`src/rtl/ques1_pkg.sv`:
```
// Shared function-index constants and result vector type for the ques1 logic banks.
package ques1_pkg;

  localparam int unsigned FN_AND   = 0;
  localparam int unsigned FN_OR    = 1;
  localparam int unsigned FN_NOT_A = 2;
  localparam int unsigned FN_NOT_B = 3;
  localparam int unsigned FN_NAND  = 4;
  localparam int unsigned FN_NOR   = 5;
  localparam int unsigned FN_XOR   = 6;
  localparam int unsigned FN_XNOR  = 7;
  localparam int unsigned FN_COUNT = 8;

  localparam int STYLE_GATE     = 0;
  localparam int STYLE_DATAFLOW = 1;
  localparam int STYLE_PROC     = 2;

  typedef logic [FN_COUNT-1:0] res_t;

endpackage

```
`src/rtl/ques1_logic_bank.sv`:
```
// Combinational eight-function bank over two bits; STYLE selects gate, dataflow or procedural coding.
// Zero latency, no state, no backpressure.
module ques1_logic_bank
  import ques1_pkg::*;
#(
  parameter int STYLE = STYLE_GATE
) (
  input  logic a_i,
  input  logic b_i,
  output res_t res_o
);

  if (STYLE == STYLE_GATE) begin : g_gate
    logic w_and, w_or, w_na, w_nb, w_nand, w_nor, w_xor, w_xnor;
    and  u_and  (w_and,  a_i, b_i);
    or   u_or   (w_or,   a_i, b_i);
    not  u_na   (w_na,   a_i);
    not  u_nb   (w_nb,   b_i);
    nand u_nand (w_nand, a_i, b_i);
    nor  u_nor  (w_nor,  a_i, b_i);
    xor  u_xor  (w_xor,  a_i, b_i);
    xnor u_xnor (w_xnor, a_i, b_i);
    assign res_o[FN_AND]   = w_and;
    assign res_o[FN_OR]    = w_or;
    assign res_o[FN_NOT_A] = w_na;
    assign res_o[FN_NOT_B] = w_nb;
    assign res_o[FN_NAND]  = w_nand;
    assign res_o[FN_NOR]   = w_nor;
    assign res_o[FN_XOR]   = w_xor;
    assign res_o[FN_XNOR]  = w_xnor;
  end else if (STYLE == STYLE_DATAFLOW) begin : g_dataflow
    assign res_o[FN_AND]   = a_i & b_i;
    assign res_o[FN_OR]    = a_i | b_i;
    assign res_o[FN_NOT_A] = ~a_i;
    assign res_o[FN_NOT_B] = ~b_i;
    assign res_o[FN_NAND]  = ~(a_i & b_i);
    assign res_o[FN_NOR]   = ~(a_i | b_i);
    assign res_o[FN_XOR]   = a_i ^ b_i;
    assign res_o[FN_XNOR]  = ~(a_i ^ b_i);
  end else begin : g_proc
    always_comb begin
      res_o          = '0;
      res_o[FN_AND]  = a_i & b_i;
      res_o[FN_OR]   = a_i | b_i;
      res_o[FN_NOT_A] = !a_i;
      res_o[FN_NOT_B] = !b_i;
      res_o[FN_NAND] = !(a_i && b_i);
      res_o[FN_NOR]  = !(a_i || b_i);
      res_o[FN_XOR]  = a_i != b_i;
      res_o[FN_XNOR] = a_i == b_i;
    end
  end

endmodule

```
`src/rtl/ques1.sv`:
```
// Three redundant registered logic banks over in1/in2; 1-cycle latency, accepts a pair every cycle, no backpressure.
// Define QUES1_MISMATCH_CHK_EN to add the sticky cross-bank mismatch flag.
module ques1
  import ques1_pkg::*;
(
  input  logic clk,
  input  logic rst,
  input  logic in1,
  input  logic in2,
  output logic outand,
  output logic outor,
  output logic notin1,
  output logic notin2,
  output logic outnand,
  output logic outnor,
  output logic outxor,
  output logic outxnor,
  output logic outand1,
  output logic outor1,
  output logic notin11,
  output logic notin12,
  output logic outnand1,
  output logic outnor1,
  output logic outxor1,
  output logic outxnor1,
  output logic outand2,
  output logic outor2,
  output logic notin21,
  output logic notin22,
  output logic outnand2,
  output logic outnor2,
  output logic outxor2,
  output logic outxnor2
`ifdef QUES1_MISMATCH_CHK_EN
  ,
  output logic mismatch
`endif
);

  res_t res0_d, res1_d, res2_d;
  res_t res0_q, res1_q, res2_q;

  ques1_logic_bank #(.STYLE(STYLE_GATE))     u_bank0 (.a_i(in1), .b_i(in2), .res_o(res0_d));
  ques1_logic_bank #(.STYLE(STYLE_DATAFLOW)) u_bank1 (.a_i(in1), .b_i(in2), .res_o(res1_d));
  ques1_logic_bank #(.STYLE(STYLE_PROC))     u_bank2 (.a_i(in1), .b_i(in2), .res_o(res2_d));

  // Reset clears inverting functions too, so every output reads 0 during reset.
  always_ff @(posedge clk) begin
    if (rst) begin
      res0_q <= '0;
      res1_q <= '0;
      res2_q <= '0;
    end else begin
      res0_q <= res0_d;
      res1_q <= res1_d;
      res2_q <= res2_d;
    end
  end

`ifdef QUES1_MISMATCH_CHK_EN
  logic mismatch_d, mismatch_q;

  assign mismatch_d = mismatch_q | (res1_q != res0_q) | (res2_q != res0_q);

  always_ff @(posedge clk) begin
    if (rst) mismatch_q <= 1'b0;
    else     mismatch_q <= mismatch_d;
  end

  assign mismatch = mismatch_q;
`endif

  assign outand   = res0_q[FN_AND];
  assign outor    = res0_q[FN_OR];
  assign notin1   = res0_q[FN_NOT_A];
  assign notin2   = res0_q[FN_NOT_B];
  assign outnand  = res0_q[FN_NAND];
  assign outnor   = res0_q[FN_NOR];
  assign outxor   = res0_q[FN_XOR];
  assign outxnor  = res0_q[FN_XNOR];

  assign outand1  = res1_q[FN_AND];
  assign outor1   = res1_q[FN_OR];
  assign notin11  = res1_q[FN_NOT_A];
  assign notin12  = res1_q[FN_NOT_B];
  assign outnand1 = res1_q[FN_NAND];
  assign outnor1  = res1_q[FN_NOR];
  assign outxor1  = res1_q[FN_XOR];
  assign outxnor1 = res1_q[FN_XNOR];

  assign outand2  = res2_q[FN_AND];
  assign outor2   = res2_q[FN_OR];
  assign notin21  = res2_q[FN_NOT_A];
  assign notin22  = res2_q[FN_NOT_B];
  assign outnand2 = res2_q[FN_NAND];
  assign outnor2  = res2_q[FN_NOR];
  assign outxor2  = res2_q[FN_XOR];
  assign outxnor2 = res2_q[FN_XNOR];

endmodule

```
`config.mk`:
```
export PLATFORM = sky130hd
export DESIGN_NAME = ques1
export DESIGN_NICKNAME = d
export VERILOG_FILES = /design/src/rtl/ques1_pkg.sv /design/src/rtl/ques1_logic_bank.sv /design/src/rtl/ques1.sv
export SDC_FILE = /design/constraint.sdc
export NUM_CORES = 1
export LEC_CHECK = 0
export BUFFER_PORTS_ARGS = -buffer_cell sky130_fd_sc_hd__buf_2
export CORE_AREA = 2 2 39 41
export CTS_CLUSTER_DIAMETER = 60
export DETAILED_ROUTE_END_ITERATION = 8
export DIE_AREA = 0 0 41 43
export SLEW_MARGIN = 5
export SYNTH_ARGS = -nofsm -noshare
export SYNTH_HDL_FRONTEND = slang
export SYNTH_SLANG_ARGS = --single-unit
```
`constraint.sdc`:
```
create_clock -name clk -period 1.1 [get_ports clk]
set_input_delay 0.165 -clock clk [delete_from_list [all_inputs] [get_ports clk]]
set_output_delay 0.165 -clock clk [all_outputs]
set_load 0.02 [all_outputs]
```
==> impl_metrics.yaml, run 1 <==
outcome:
  run_status: "completed"
final_layout:
  seqCellArea_sq_um: 160
  antennaDiodeCount: 0
  layout-drive-gt1-share_pct: 57.7
  fin_nets: 62
  multiInputGateArea_sq_um: 87.6
  fillerInstances: 158
  synthToLayoutAreaGrowth_pct: 15.3
global_route:
  global_route.overflow_total: 0
  grt_usage_pct: 5.92
  globalRouteMet3Util_pct: 1.57
  first_global_vias: 187
  met1_usage_pct: 3.86
  grt_util_met2_pct: 9.06
  grt_start_max_net_pins: 9
  initial_antenna_violation_count: 0
  grt_first_pass_wirelength_um: 627
  globalRoute.busiestLayer: "met4"
sta:
  timing.final.crit_share_pct: 82.2
  timing.slew.headroom_pct: 91.9
  hold_viol_final: 0
  finalMaxSlewViolations: 0
  setup_tns_ps: 0
  max_freq_ghz: 1.11
  tightest_slew_ps: 121
  min_period_ps: 904
  grt_setup_unrepaired: "false"
  setup-violations-final: 0
setup_path:
  setup.worst_path.class: "reg -> out"
  worstPathCellList: "buf_2"
  critical_path.max_stage_delay_ps: 330
  timing.critical_path.arrival_ps: 740
  timing.critical_path.slowest_stage_cell: "sky130_fd_sc_hd__dfxtp_1"
  cp_top_family: "flip-flops"
  crit_buf_inv: 1
  timing.critical_path.to_type: "output pin"
  timing.critical_path.from_type: "flip-flop"
  path_max_fanout: 3
  critical_path_required_ps: 940
  worst-path-stages: 1
synth:
  synth_area_per_cell_sq_um: 9.88
  synth_top_cell_area_share_pct: 42.7
  netlist_instances: 38
  yosys_warnings: 0
  post-synth-top-area-cell: "sky130_fd_sc_hd__dfxtp_1"
  mappedNetlistNets: 46
  yosys.cell_types.count: 6
  synthTopCellsByCount: "16 x sky130_fd_sc_hd__buf_4, 8 x sky130_fd_sc_hd__dfxtp_1, 5 x sky130_fd_sc_hd__nor2_1, 4 x sky130_fd_sc_hd__ha_1, 3 x sky130_fd_sc_hd__nor2b_1"
  async_reset_ff_share_pct: 0
  yosys-top-cells-area: "sky130_fd_sc_hd__dfxtp_1 43%, sky130_fd_sc_hd__buf_4 32%, sky130_fd_sc_hd__ha_1 13%"
  post_synth_instance_area_sq_um: 375
  ys_seq_elements: 8
  yosys.cell_count.top_type: "sky130_fd_sc_hd__buf_4"
  dominantRegCellSynth: "sky130_fd_sc_hd__dfxtp_1"
  synth_sequential_area_ratio_pct: 42.7
  post_synth_edffs: 0
clock_tree:
  clock_path_buffers: 2
  clk_root_buffer_cell: "sky130_fd_sc_hd__clkbuf_4"
  numClockSinks: 8
  cts.htree.levels: 1
  cts.repair_timing.setup_buffer_count: 0
  cts-buffers-inserted: 3
  post_cts_hold_buffer_count: 0
  clkTransAtPathRegs_ps: 50
  cts_tree: "built"
  post_cts_resize_count: 0
run:
  cap_viol_max_count: 0
die:
  chipWidth_um: 41
  die_area_sq_um: 1760
  core_area_sq_um: 1380
  floorplan.io_pins: 28
  floorplan.initialDensity_pct: 27.1
  num_rows: 14
  dieHeight_um: 43
routing:
  routed_via_density: 3.59
  drt-wirelength-per-cell_um: 6.56
  route.vias.total: 244
  route.antenna.remaining_nets: 0
  drc_errors: 0
  drt_iter0_markers: 0
  firstDrtPassIters: 1
  detail_route.wirelength_um: 446
hold_path:
  hold_path.startpoint: "in1"
  hold_path_end: "res2_q[2]$_SDFF_PP0_"
  min_path_type: "in -> reg"
  hold_depth: 2
power:
  p_seq_share_pct: 47.3
  switching_share_pct: 28.5
  leakage_nw: 0.265
  irDropWorstVdd_mv: 0.344
  power_density_nw_per_um2: 1550
  power_frac_clock_pct: 31.2
  p_comb_share_pct: 21.6
  p_sw_mw: 0.191
  internal_power_mw: 0.479
  power.total_mw: 0.671
placed_design:
  dp_hpwl_um: 401
  portBuffers: 27
  gpl.final_weighted_congestion: 0.583
worst max path at each step:
stage / to / start
after global routing: outnor2 / res2_q[5]$_SDFF_PP0_
final: outxnor1 / res0_q[7]$_SDFF_PP0_
after detailed placement: res2_q[6]$_SDFF_PP0_ / in1
after floorplan: notin11 / res2_q[2]$_SDFF_PP0_
after CTS: outxnor1 / res0_q[7]$_SDFF_PP0_
after global placement: res2_q[6]$_SDFF_PP0_ / in1
per-layer routing:
metal	vias to the layer above	routed length, um
met5	-	0
met4	0	12
met3	2	64
met2	18	246
met1	99	123
li1	125	-
flip-flops by register name (all words and copies together), names as in the netlist:
name    count
res0_q      4
res2_q      4
cell families after synthesis:
family / Yosys count / synth area share [%]
buffers and inverters: 18 / 34.0
adder cells (fa/ha/maj): 4 / 13.3
flip-flops: 8 / 42.7
AND/OR/NAND/NOR: 8 / 10.0
layout make-up:
cell class / count / area share, %
clock buffer: 3 / 5.20
inverter: 2 / 1.73
multi-input combinational: 12 / 20.2
sequential: 8 / 37.0
tap: 16 / 4.62
timing repair buffer: 27 / 31.2
power by group through the flow:
stage	registers, mW	clock network (mW)	logic [mW]
after global routing	0.320	0.232	0.159
after CTS	0.317	0.220	0.147
after detailed placement	0.323	0	0.147
after global placement	0.322	0	0.147
after floorplan	0.348	0	0.109
final	0.317	0.209	0.145
cell usage in the layout, fill, tap and decap left out:
cell type	count
sky130_fd_sc_hd__buf_2	27
sky130_fd_sc_hd__dfxtp_1	8
sky130_fd_sc_hd__nor2_1	5
sky130_fd_sc_hd__ha_1	4
sky130_fd_sc_hd__nor2b_1	3
sky130_fd_sc_hd__clkbuf_4	3
sky130_fd_sc_hd__inv_1	2
per-stage QoR:
| stage | setup slack, ps | area [sq um] | util (%) | hold slack [ps] | cells |
|---|---|---|---|---|---|
| after global routing | 128 | 433 | 31.3 | 127 | 68 |
| after floorplan | 318 | 375 | - | 232 | 38 |
| after CTS | 185 | 433 | 31.3 | 113 | 68 |
| final | 196 | 433 | 31.3 | 116 | 68 |
| after global placement | 233 | 410 | 29.7 | 374 | 65 |
| after detailed placement | 215 | 410 | 29.7 | 373 | 65 |
No activity file was read; power rests on OpenSTA's default activity.
==> run 2: changes to the inputs <==
--- a/config.mk
+++ b/config.mk
@@ -5,6 +5,7 @@
 export SDC_FILE = /design/constraint.sdc
 export NUM_CORES = 1
 export LEC_CHECK = 0
+export ABC_AREA = 1
 export BUFFER_PORTS_ARGS = -buffer_cell sky130_fd_sc_hd__buf_2
 export CORE_AREA = 2 2 39 41
 export CTS_CLUSTER_DIAMETER = 60
==> constraint.sdc (replaced) <==
create_clock -name clk -period 0.9 [get_ports clk]
set_input_delay 0.135 -clock clk [delete_from_list [all_inputs] [get_ports clk]]
set_output_delay 0.135 -clock clk [all_outputs]
set_load 0.02 [all_outputs]
==> run 2 against run 1 <==
Compared with the run above:
- combinational power up 41%
- highest routed layer is now met3
- largest cell class is now non-clock buffers
- critical endpoint is now notin21
- sequential power up 25%
- via count grew 6.1%
- first-iteration DRC count is 1 higher
- critical path type unchanged
==> impl_metrics.yaml, run 2 <==
outcome:
  run_status: "completed"
run:
  cap_viol_max_count: 0
power:
  power_density_nw_per_um2: 1780
  irDropWorstVdd_mv: 0.396
  leakage_nw: 0.283
synth:
  mappedNetlistNets: 50
  yosys_warnings: 0
  async_reset_ff_share_pct: 0
  netlist_instances: 42
  synth_sequential_area_ratio_pct: 41.0
  synthTopCellsByCount: "16 x sky130_fd_sc_hd__buf_4, 8 x sky130_fd_sc_hd__dfxtp_1, 8 x sky130_fd_sc_hd__nor2_1, 5 x sky130_fd_sc_hd__inv_1, 4 x sky130_fd_sc_hd__ha_1"
  yosys.cell_types.count: 6
  dominantRegCellSynth: "sky130_fd_sc_hd__dfxtp_1"
  post_synth_edffs: 0
  synth_top_cell_area_share_pct: 41.0
  post-synth-top-area-cell: "sky130_fd_sc_hd__dfxtp_1"
  ys_seq_elements: 8
  synth_area_per_cell_sq_um: 9.29
  post_synth_instance_area_sq_um: 390
  yosys-top-cells-area: "sky130_fd_sc_hd__dfxtp_1 41%, sky130_fd_sc_hd__buf_4 31%, sky130_fd_sc_hd__ha_1 13%"
  yosys.cell_count.top_type: "sky130_fd_sc_hd__buf_4"
sta:
  grt_setup_unrepaired: "true"
  timing.final.crit_share_pct: 96.7
  final_critical_path_setup_slack_ps: 30.1
  timing.slew.headroom_pct: 91.2
  setup-violations-final: 0
  hold_viol_final: 0
  finalMaxSlewViolations: 0
  holdWs_ps: 83.8
  min_period_ps: 870
  max_freq_ghz: 1.15
  tightest_slew_ps: 132
die:
  chipWidth_um: 41
  floorplan.io_pins: 28
  dieHeight_um: 43
  num_rows: 14
  die_area_sq_um: 1760
  floorplan.initialDensity_pct: 28.2
  core_area_sq_um: 1380
setup_path:
  worstPathCellList: "buf_2"
  critical_path.max_stage_delay_ps: 330
  cp_top_family: "flip-flops"
  timing.critical_path.from_type: "flip-flop"
  critical_path_required_ps: 760
  timing.critical_path.slowest_stage_cell: "sky130_fd_sc_hd__dfxtp_1"
  setup.worst_path.class: "reg -> out"
  path_max_fanout: 3
  timing.critical_path.arrival_ps: 730
  crit_buf_inv: 1
  timing.critical_path.to_type: "output pin"
clock_tree:
  cts_tree: "built"
  cts.htree.levels: 1
  cts-buffers-inserted: 3
  clk_root_buffer_cell: "sky130_fd_sc_hd__clkbuf_4"
  numClockSinks: 8
  post_cts_hold_buffer_count: 0
  clock_path_buffers: 2
  clkTransAtPathRegs_ps: 50
routing:
  highest_layer: "met3"
  route.vias.total: 259
  drc_errors: 0
  firstDrtPassIters: 2
  route.antenna.remaining_nets: 0
  route.met2.wl_um: 338
  drt_iter0_markers: 1
  drt-wirelength-per-cell_um: 7.63
  detail_route.wirelength_um: 542
  met1_length_um: 149
  routed_via_density: 3.65
  routed-wl-met3_um: 54
final_layout:
  fillerInstances: 146
  layout_common_cells: "15 x sky130_fd_sc_hd__buf_4, 12 x sky130_fd_sc_hd__buf_2, 8 x sky130_fd_sc_hd__nor2_1"
  multiInputGateArea_sq_um: 80.1
  mostFrequentLayoutCell: "sky130_fd_sc_hd__buf_4"
  layout-drive-gt1-share_pct: 65.5
  registers_with_the_most_flip_flops: "res0_q: 4 flops, res2_q: 4 flops"
  synthToLayoutAreaGrowth_pct: 23.4
  fin_nets: 65
  seqCellArea_sq_um: 168
  antennaDiodeCount: 0
global_route:
  grt_start_max_net_pins: 9
  initial_antenna_violation_count: 0
  first_global_vias: 191
  grt_first_pass_wirelength_um: 669
  global_route.overflow_total: 0
  grt_usage_pct: 6.34
placed_design:
  pre_cts_worst_setup_slack_ps: 80.0
  portBuffers: 27
  gpl.final_weighted_congestion: 0.515
hold_path:
  min_path_type: "in -> reg"
==> run 2: changes by cell type after synthesis <==
cell	before	now
sky130_fd_sc_hd__nor2_1	5	8
sky130_fd_sc_hd__inv_1	2	5
sky130_fd_sc_hd__buf_6	0	1
sky130_fd_sc_hd__nor2b_1	3	0
==> run 2: path summary, 6_finish.rpt <==
check | startpoint | endpoint | depth (start not counted)
max | res2_q[2]$_SDFF_PP0_ | notin21 | 1
min | in2 | res2_q[3]$_SDFF_PP0_ | 2
==> run 2: per-layer routing <==
layer / GRT usage [%] / vias up
met3: 0 / 0
met1: 4.55 / 112
met5: 0 / -
met4: 12.0 / 0
met2: 9.69 / 16
li1: - / 131
==> run 2: final cells by class <==
cell class	instances	area share, %
Tap cell	16	4.16
Sequential cell	8	34.8
Clock buffer	3	4.68
Inverter	5	3.90
Multi-Input combinational cell	12	16.6
Timing Repair Buffer	27	35.8
==> run 2: metrics by stage <==
step                      cell area (sq um)  power, mW  TNS (ps)  util, %  instances
final                                   482      0.857         0     34.8         71
after global routing                    482      0.901     -50.0     34.8         71
after CTS                               437      0.844         0     31.6         71
after detailed placement                414      0.577         0     29.9         68
after global placement                  414      0.575         0     29.9         68
after floorplan                         390      0.567         0        -         42
==> run 2: cells by family (layout without fill, tap and decap cells) <==
logic type	Yosys count	after routing	share of synthesized area, %
buffers and inverters	22	35	38.5
flip-flops	8	8	41.0
AND/OR/NAND/NOR	8	8	7.69
adder cells (fa/ha/maj)	4	4	12.8
==> run 2: repair_timing <==
action	in CTS	in global routing
endpoints found under the hold margin	0	0
gates resized for setup	0	21
endpoints found under the setup margin	0	21
setup buffers	0	0
==> run 2: power breakdown <==
| part | switching (mW) | internal, mW | total [mW] |
|---|---|---|---|
| registers | 0.0143 | 0.381 | 0.395 |
| logic | 0.124 | 0.0802 | 0.204 |
| clock network | 0.106 | 0.151 | 0.258 |
==> run 3: changes to the inputs <==
==> constraint.sdc (replaced) <==
create_clock -name clk -period 0.8 [get_ports clk]
set_input_delay 0.12 -clock clk [delete_from_list [all_inputs] [get_ports clk]]
set_output_delay 0.12 -clock clk [all_outputs]
set_load 0.02 [all_outputs]
==> run 3 against run 2 <==
Compared with the run above:
- the run now ends with setup timing left
- cell count is 2.8% higher
- routed wire length is 2.6% higher
- first-iteration DRC count down 100%
- global-route usage grew 1.1 points
- critical path depth is the same
- total power grew 19%
- non-clock buffer count is 2 higher
- setup slack worse by 72 ps
- via count is 3.5% higher
- sequential power grew 13%
- utilization increased by 8.4 points
- cell area is 24% higher
- largest power group unchanged
==> impl_metrics.yaml, run 3 (synthesized netlist as in run 2, its figures left out) <==
die:
  dieHeight_um: 43
  core_area_sq_um: 1380
  die_area_sq_um: 1760
  num_rows: 14
  floorplan.initialDensity_pct: 28.2
  floorplan.io_pins: 28
  chipWidth_um: 41
outcome:
  violations: "setup timing"
  run_status: "finished with violations"
clock_tree:
  clkTransAtPathRegs_ps: 50
  cts.htree.levels: 1
  clock_path_buffers: 2
  cts_tree: "built"
  clk_root_buffer_cell: "sky130_fd_sc_hd__clkbuf_4"
  numClockSinks: 8
  post_cts_hold_buffer_count: 0
  cts-buffers-inserted: 3
run:
  cap_viol_max_count: 0
routing:
  route.antenna.remaining_nets: 0
  detail_route.wirelength_um: 556
  drc_errors: 0
  routed_via_density: 3.67
  drt-wirelength-per-cell_um: 7.62
  drt_iter0_markers: 0
  firstDrtPassIters: 1
  route.vias.total: 268
sta:
  timing.final.crit_share_pct: 105
  setup-violations-final: 24
  timing.slew.headroom_pct: 91.5
  final_critical_path_setup_slack_ps: -42.1
  hold_viol_final: 0
  tightest_slew_ps: 128
  finalMaxSlewViolations: 0
  max_freq_ghz: 1.19
  setup_tns_ps: -862
  grt_setup_unrepaired: "true"
  min_period_ps: 842
setup_path:
  critical_path_required_ps: 680
  timing.critical_path.from_type: "flip-flop"
  path_max_fanout: 3
  cp_top_family: "flip-flops"
  worstPathCellList: "buf_6"
  timing.critical_path.slowest_stage_cell: "sky130_fd_sc_hd__dfxtp_4"
  timing.critical_path.to_type: "output pin"
  setup.worst_path.class: "reg -> out"
  timing.critical_path.arrival_ps: 720
  crit_buf_inv: 1
  worst-path-stages: 1
  critical_path.max_stage_delay_ps: 350
power:
  leakage_nw: 0.315
  power_density_nw_per_um2: 1700
  irDropWorstVdd_mv: 0.477
  power.total_mw: 1.02
final_layout:
  layout_common_cells: "17 x sky130_fd_sc_hd__buf_6, 9 x sky130_fd_sc_hd__buf_4, 8 x sky130_fd_sc_hd__nor2_1"
  synthToLayoutAreaGrowth_pct: 53.2
  finish.utilization_pct: 43.2
  mostFrequentLayoutCell: "sky130_fd_sc_hd__buf_6"
  registers_with_the_most_flip_flops: "res0_q: 4 flops, res2_q: 4 flops"
  layout-drive-gt1-share_pct: 70.2
  post_route_non_filler_standard_cell_count: 73
  antennaDiodeCount: 0
  fin_nets: 67
hold_path:
  min_path_type: "in -> reg"
  hold_depth: 2
  hold_path.startpoint: "rst"
  hold_path_end: "res0_q[1]$_SDFF_PP0_"
global_route:
  initial_antenna_violation_count: 0
  grt_start_max_net_pins: 9
  first_global_vias: 217
  grt_first_pass_wirelength_um: 841
  global_route.overflow_total: 0
  grt_usage_pct: 7.43
placed_design:
  dp_hpwl_um: 431
  gpl.final_weighted_congestion: 0.575
  dp.cells: 70
  pre_cts_worst_setup_slack_ps: 33.9
  portBuffers: 27
run 3: changes by cell type in the layout (fill, tap and decap cells not counted):
cell,before,now
sky130_fd_sc_hd__buf_2,12,3
sky130_fd_sc_hd__buf_4,15,9
sky130_fd_sc_hd__buf_6,0,17
sky130_fd_sc_hd__dfxtp_1,2,0
sky130_fd_sc_hd__dfxtp_2,6,3
sky130_fd_sc_hd__dfxtp_4,0,5
run 3: worst max-delay path by stage:
stage	endpoint	slack, ps	from
floorplan	notin11	60	res2_q[2]$_SDFF_PP0_
global placement	res2_q[6]$_SDFF_PP0_	50	in1
detailed placement	res2_q[6]$_SDFF_PP0_	30	in1
CTS	outor	-50	res0_q[1]$_SDFF_PP0_
global route	outxor	-70	res2_q[6]$_SDFF_PP0_
finish	outxor2	-40	res2_q[6]$_SDFF_PP0_
run 3: final cells by class:
class,instances,area (sq um)
Sequential cell,8,183
Tap cell,16,20.0
Fill cell,127,786
Multi-Input combinational cell,12,80.1
Clock buffer,3,22.5
Inverter,5,18.8
Timing Repair Buffer,29,274
run 3: layer usage:
| metal | GRT usage, % | part of all wire (%) | up-vias | wire, um |
|---|---|---|---|---|
| li1 | - | - | 137 | - |
| met1 | 5.47 | 29 | 111 | 160 |
| met2 | 14.1 | 60 | 18 | 331 |
| met3 | 0 | 8.1 | 2 | 45 |
| met4 | 8.00 | 3.2 | 0 | 18 |
| met5 | 0 | 0 | - | 0 |
run 3: metrics by stage:
stage | instance area, sq um | hold WS (ps)
after floorplan | 390 | 187
after global placement | 429 | 381
after detailed placement | 429 | 384
after CTS | 544 | 122
after global routing | 598 | 126
final | 598 | 115
run 3: timing repair:
action / CTS / global route
buffers inserted: 0 / 0
setup endpoints to repair: 24 / 24
resized for setup: 38 / 16
pin swaps: 0 / 0
cloned: 0 / 0
run 3: power breakdown:
group          switching (mW)  internal, mW
combinational           0.140         0.142
sequential             0.0261         0.421
clock                   0.117         0.170
total                   0.283         0.733
